==> config.mk <==
export PLATFORM = sky130hd
export DESIGN_NAME = mct_result_packer
export DESIGN_NICKNAME = d
export VERILOG_FILES = /design/src/rtl/mct_pkg.sv /design/src/rtl/mct_result_packer.sv
export SDC_FILE = /design/constraint.sdc
export NUM_CORES = 2
export LEC_CHECK = 0
export CAP_MARGIN = 10
export CORE_ASPECT_RATIO = 1.5
export CORE_MARGIN = 4
export CORE_UTILIZATION = 35
export DETAILED_ROUTE_END_ITERATION = 6
export GPL_TIMING_DRIVEN = 0
export PLACE_DENSITY = 0.52
export SETUP_SLACK_MARGIN = 0.4
export SLEW_MARGIN = 10
export SYNTH_ARGS = -nofsm -noshare
export SYNTH_HDL_FRONTEND = slang
export SYNTH_SLANG_ARGS = --single-unit
==> constraint.sdc <==
create_clock -name clk -period 92.5 [get_ports clk]
set_input_delay 18.5 -clock clk [delete_from_list [all_inputs] [get_ports clk]]
set_output_delay 18.5 -clock clk [all_outputs]
set_load 0.03 [all_outputs]
==> src/rtl/mct_pkg.sv <==
// Shared constants and types for the MCT result path: result width, cache-line
// geometry and the packed result-line type.
package mct_pkg;

    localparam int RESULT_W   = 16;
    localparam int LINE_W     = 512;
    localparam int SLOTS      = LINE_W / RESULT_W;
    localparam int SLOT_IDX_W = $clog2(SLOTS);

    localparam logic [RESULT_W-1:0] PAD_RESULT = 16'h0000;

    // Slot 0 sits at the LSB end of the line.
    typedef logic [SLOTS-1:0][RESULT_W-1:0] result_line_t;

endpackage

==> src/rtl/mct_result_packer.sv <==
// Packs per-query engine results into cache lines for the AXI write master,
// pads the final partial line of a batch and counts emitted lines.
module mct_result_packer
    import mct_pkg::*;
#(
    parameter int                      DATA_WIDTH   = LINE_W,
    parameter int                      RESULT_WIDTH = RESULT_W,
    parameter logic [RESULT_WIDTH-1:0] PAD_VALUE    = PAD_RESULT
) (
    input  logic                    clk,
    input  logic                    rst,
    input  logic                    ctrl_start,
    input  logic [RESULT_WIDTH-1:0] in_data,
    input  logic                    in_valid,
    input  logic                    in_last,
    output logic                    in_ready,
    output logic [DATA_WIDTH-1:0]   out_data,
    output logic                    out_valid,
    input  logic                    out_ready,
    output logic                    out_last,
    output logic [31:0]             lines_out,
    output logic                    batch_done
);

    localparam int NSLOT = DATA_WIDTH / RESULT_WIDTH;
    localparam int IDX_W = $clog2(NSLOT);

    typedef logic [NSLOT-1:0][RESULT_WIDTH-1:0] line_t;

    function automatic line_t pad_line();
        line_t l;
        for (int k = 0; k < NSLOT; k++) begin
            l[k] = PAD_VALUE;
        end
        return l;
    endfunction

    function automatic logic [31:0] sat_inc(input logic [31:0] v);
        return (v == 32'hFFFF_FFFF) ? v : v + 32'd1;
    endfunction

    line_t            buf_q, buf_d, line_d, data_q;
    logic [IDX_W-1:0] slot_q, slot_d;
    logic             vld_q, last_q;
    logic [31:0]      lines_q;
    logic             in_hs, out_hs, complete;

    assign in_ready = !vld_q || out_ready;
    assign in_hs    = in_valid && in_ready;
    assign out_hs   = vld_q && out_ready;
    assign complete = in_hs && ((slot_q == IDX_W'(NSLOT - 1)) || in_last);

    always_comb begin
        line_d = buf_q;
        for (int k = 0; k < NSLOT; k++) begin
            if (k == int'(slot_q)) begin
                line_d[k] = in_data;
            end else if (k > int'(slot_q)) begin
                line_d[k] = PAD_VALUE;
            end
        end

        buf_d  = buf_q;
        slot_d = slot_q;
        if (complete) begin
            buf_d  = pad_line();
            slot_d = '0;
        end else if (in_hs) begin
            buf_d[slot_q] = in_data;
            slot_d        = slot_q + IDX_W'(1);
        end
    end

    // A completion may coincide with the handshake of the previous line; the
    // reload then keeps out_valid high so lines stream without a bubble.
    always_ff @(posedge clk or posedge rst) begin
        if (rst) begin
            slot_q  <= '0;
            buf_q   <= pad_line();
            data_q  <= '0;
            vld_q   <= 1'b0;
            last_q  <= 1'b0;
            lines_q <= '0;
        end else if (ctrl_start) begin
            slot_q  <= '0;
            buf_q   <= pad_line();
            vld_q   <= 1'b0;
            last_q  <= 1'b0;
            lines_q <= '0;
        end else begin
            slot_q <= slot_d;
            buf_q  <= buf_d;
            if (complete) begin
                data_q <= line_d;
                vld_q  <= 1'b1;
                last_q <= in_last;
            end else if (out_hs) begin
                vld_q <= 1'b0;
            end
            if (out_hs) begin
                lines_q <= sat_inc(lines_q);
            end
        end
    end

    assign out_data   = data_q;
    assign out_valid  = vld_q;
    assign out_last   = last_q;
    assign lines_out  = lines_q;
    assign batch_done = out_hs && last_q && !ctrl_start;

endmodule

==> results.json <==
{
  "syn_nets": 4500,
  "post_cts_resized": 0,
  "fmax_mhz": 25.4,
  "cts.hold.buffers_added": 0,
  "grt_overflow_total": 0,
  "synth_area_um2": 44600,
  "path_cells": "clkdlybuf4s50_1, buf_2, buf_1, nor3_1, clkdlybuf4s50_1",
  "max_stage_delay_ps": 640,
  "path_max_fanout": 10,
  "crit_top_cell": "clkdlybuf4s50_1",
  "cp.depth": 5,
  "syn-instance-count": 4471,
  "clockBufferDepth": 3,
  "setup_viol": 0,
  "fin_tns_setup_ps": 0,
  "p_per_area_nw_per_um2": 21.9,
  "multiInputGateArea_um2": 16300,
  "worstPathRequired_ps": 74000,
  "antenna_found_initial": 5,
  "dieWidth_um": 300,
  "total_power_mw": 1.23,
  "synth_top_family_by_area": "simple AND/OR/NAND/NOR gates",
  "groute.usage.overall_pct": 29.6,
  "fin_nets": 5174,
  "final_common_cell": "dfrtp_1",
  "viasPerCell": 5.65,
  "ant_nets": 0,
  "routed_wl_mm": 203,
  "rsz0062_at_grt": "no",
  "p_clk_share_pct": 37.7,
  "post_drt_wl_per_cell_um": 29.2,
  "drive_gt1_share_pct": 7.86,
  "synth_compound_area_share_pct": 16.2,
  "cp_data_arrival_time_ps": 20830,
  "leakagePower_nw": 24.5,
  "postCtsSetupBuffers": 0,
  "status": "complete, no violations",
  "coreArea_um2": 127000,
  "p_sw_mw": 0.389,
  "cap_violations": 0,
  "htreeDepth": 3,
  "start_kind": "primary input",
  "cts.sinks": 1047,
  "ys_dominant_reg_cell": "dfrtp_1",
  "maxSlewHeadroom_pct": 6.32,
  "end_kind": "output port",
  "synth_edf_count": 0,
  "dp_hpwl_mm": 145,
  "initial_core_util_pct": 35.2,
  "dr.first_iter.drc_count": 4000,
  "pwr-share-seq_pct": 42.1,
  "min_period_ps": 39330,
  "ios": 570,
  "final_area_um2": 56300,
  "swShare_pct": 31.5,
  "syn_area_per_cell_um2": 9.98,
  "clk_pin_slew_ps": 60,
  "async_flop_share_pct": 100,
  "grt_pass1_wl_mm": 285,
  "yosys.area_share.simple_pct": 16.3,
  "synthAdderAreaFrac_pct": 0.196,
  "yosysSeqAreaShare_pct": 58.7,
  "combPwrFrac_pct": 20.1,
  "period_share_pct": 42.5,
  "hold_depth": 2,
  "syn2layout_area_growth_pct": 26.2,
  "firstDrtPassIters": 6,
  "die-area_um2": 133000,
  "critPathBufInv": 4,
  "cts_tree": "done",
  "place.port_buffers": 553,
  "rows": 160,
  "worst_path_max_delay_cell": "clkdlybuf4s50_1",
  "hold_violations": 0,
  "p_int_mw": 0.845,
  "grt_start_max_net_pins": 116,
  "cts_made_buffers": 107,
  "path_delay_family": "buffers and inverters",
  "irDropWorstVdd_uv": 14.4,
  "crit_type": "primary input to output port",
  "routabilityCongestion": 0.905,
  "hold_slack_ps": 468,
  "vias": 39153,
  "seq_area_um2": 26200,
  "insertion_delay_ps": 740,
  "hp-class": "flip-flop to flip-flop",
  "slew_violations": 0,
  "placed_area_um2": 52600,
  "synth-seq-cells": 1047,
  "mostFrequentLayoutCells": "dfrtp_1, nor2_1, clkdlybuf4s50_1",
  "worst_pin_slew_ps": 1410,
  "nFillCells": 12429,
  "route.detailed.drc": 0,
  "ys.warnings.count": 0,
  "reg2reg_depth": 12,
  "synth_mux_area_share_pct": 3.83,
  "ys_types": 58,
  "yosys.area_share.xor_xnor_pct": 0.0589,
  "dieHeight_um": 445,
  "cts_root_buf": "clkbuf_16",
  "grt_pass1_vias": 38661,
  "finClkSkew_ps": 34.7
}
==> cell type report <==
cell class	instances	area share, %
diodes	2	0.00889
plain buffers	471	3.71
clock buffers	146	5.48
clock inverters	47	1.05
inverters	9	0.0733
multi-input cells	2944	29.0
flip-flops and latches	1047	46.5
well taps	1701	3.78
repair buffers	565	10.4
==> power groups by stage <==
stage                     Sequential [mW]  Combinational [mW]  Clock (mW)
after floorplan                     0.590              0.0587           0
after global placement              0.529               0.247           0
after detailed placement            0.528               0.249           0
after CTS                           0.520               0.250       0.471
after global routing                0.523               0.261       0.490
final                               0.520               0.249       0.466
==> Yosys cell counts, types with 3 or more instances <==
master | instances | area, um^2
dfrtp_1 | 1047 | 26200
nor2_1 | 1042 | 3910
nand2_1 | 525 | 1970
a221oi_1 | 432 | 3780
clkbuf_1 | 258 | 968
a21oi_1 | 242 | 1210
mux2i_1 | 165 | 1650
a22o_1 | 151 | 1320
buf_2 | 142 | 711
nand3_1 | 87 | 435
o21ai_0 | 65 | 325
buf_1 | 45 | 169
and2_1 | 33 | 206
buf_4 | 19 | 143
and3_1 | 18 | 113
o22ai_1 | 18 | 113
a31oi_1 | 16 | 100
o31ai_1 | 16 | 120
nand4_1 | 15 | 93.8
or4_1 | 15 | 113
nor2b_1 | 11 | 68.8
a21oi_2 | 10 | 87.6
buf_6 | 7 | 78.8
ha_1 | 7 | 87.6
inv_1 | 7 | 26.3
or3_1 | 7 | 43.8
nor3_1 | 6 | 30.0
nor4_1 | 6 | 37.5
o21ai_1 | 6 | 30.0
a21o_1 | 4 | 30.0
mux2_4 | 4 | 60.1
nor3_2 | 4 | 40.0
nor3b_2 | 4 | 50.1
and4_1 | 3 | 26.3
==> path summary, 6_finish.rpt <==
| kind | startpoint | endpoint | slack, ps |
|---|---|---|---|
| hold / removal | out_data[503] | out_data[503] | 470 |
| max in group asynchronous | rst | out_data[325] | 72260 |
| setup reg to reg | slot_q[1] | out_data[510] | 87630 |
| min in group asynchronous | rst | lines_out[5] | 18260 |
| setup / recovery | ctrl_start | batch_done | 53170 |
| hold reg to reg | out_data[503] | out_data[503] | 470 |
==> state kept, by name, indices dropped and copies added (netlist names) <==
| signal | count |
|---|---|
| out_data | 512 |
| buf_q | 496 |
| lines_out | 32 |
| slot_q | 5 |
| out_last | 1 |
| out_valid | 1 |
==> layer usage <==
layer | vias to the layer above | global-route usage [%] | part of all wire (%) | wire length [um]
met2 | 1802 | 47.4 | 46 | 93800
met5 | - | 0 | 0.0044 | 9
li1 | 16988 | - | - | -
met3 | 486 | 5.67 | 7.3 | 14800
met4 | 2 | 17.2 | 6.8 | 13800
met1 | 19875 | 37.5 | 40 | 80300
==> tightest hold or removal path: stages, from the launching register on <==
cell and delay, ps:
dfrtp_1 340, nand2_1 50, nand2_1 50
==> per-stage QoR <==
step / std cells / setup slack (ps) / util [%]
6_report: 6932 / 53170 / 44.4
5_1_grt: 6931 / 53050 / 44.4
4_1_cts: 6929 / 53160 / 44.4
3_5_place_dp: 6736 / 53170 / 41.5
3_3_place_gp: 6725 / 30690 / 41.3
2_1_floorplan: 4471 / 44530 / -
==> kinds of logic (layout without fill, tap and decap cells) <==
| kind of cell | Yosys count | in the layout |
|---|---|---|
| adders and majority gates | 7 | 7 |
| xor gates and xnor gates | 3 | 3 |
| other | 0 | 2 |
| buffers and inverters | 480 | 1238 |
| AOI/OAI and AO/OA | 972 | 972 |
| muxes | 169 | 169 |
| and+or+nand+nor | 1793 | 1793 |
| DFF | 1047 | 1047 |
(Power assumes the default switching activity.)
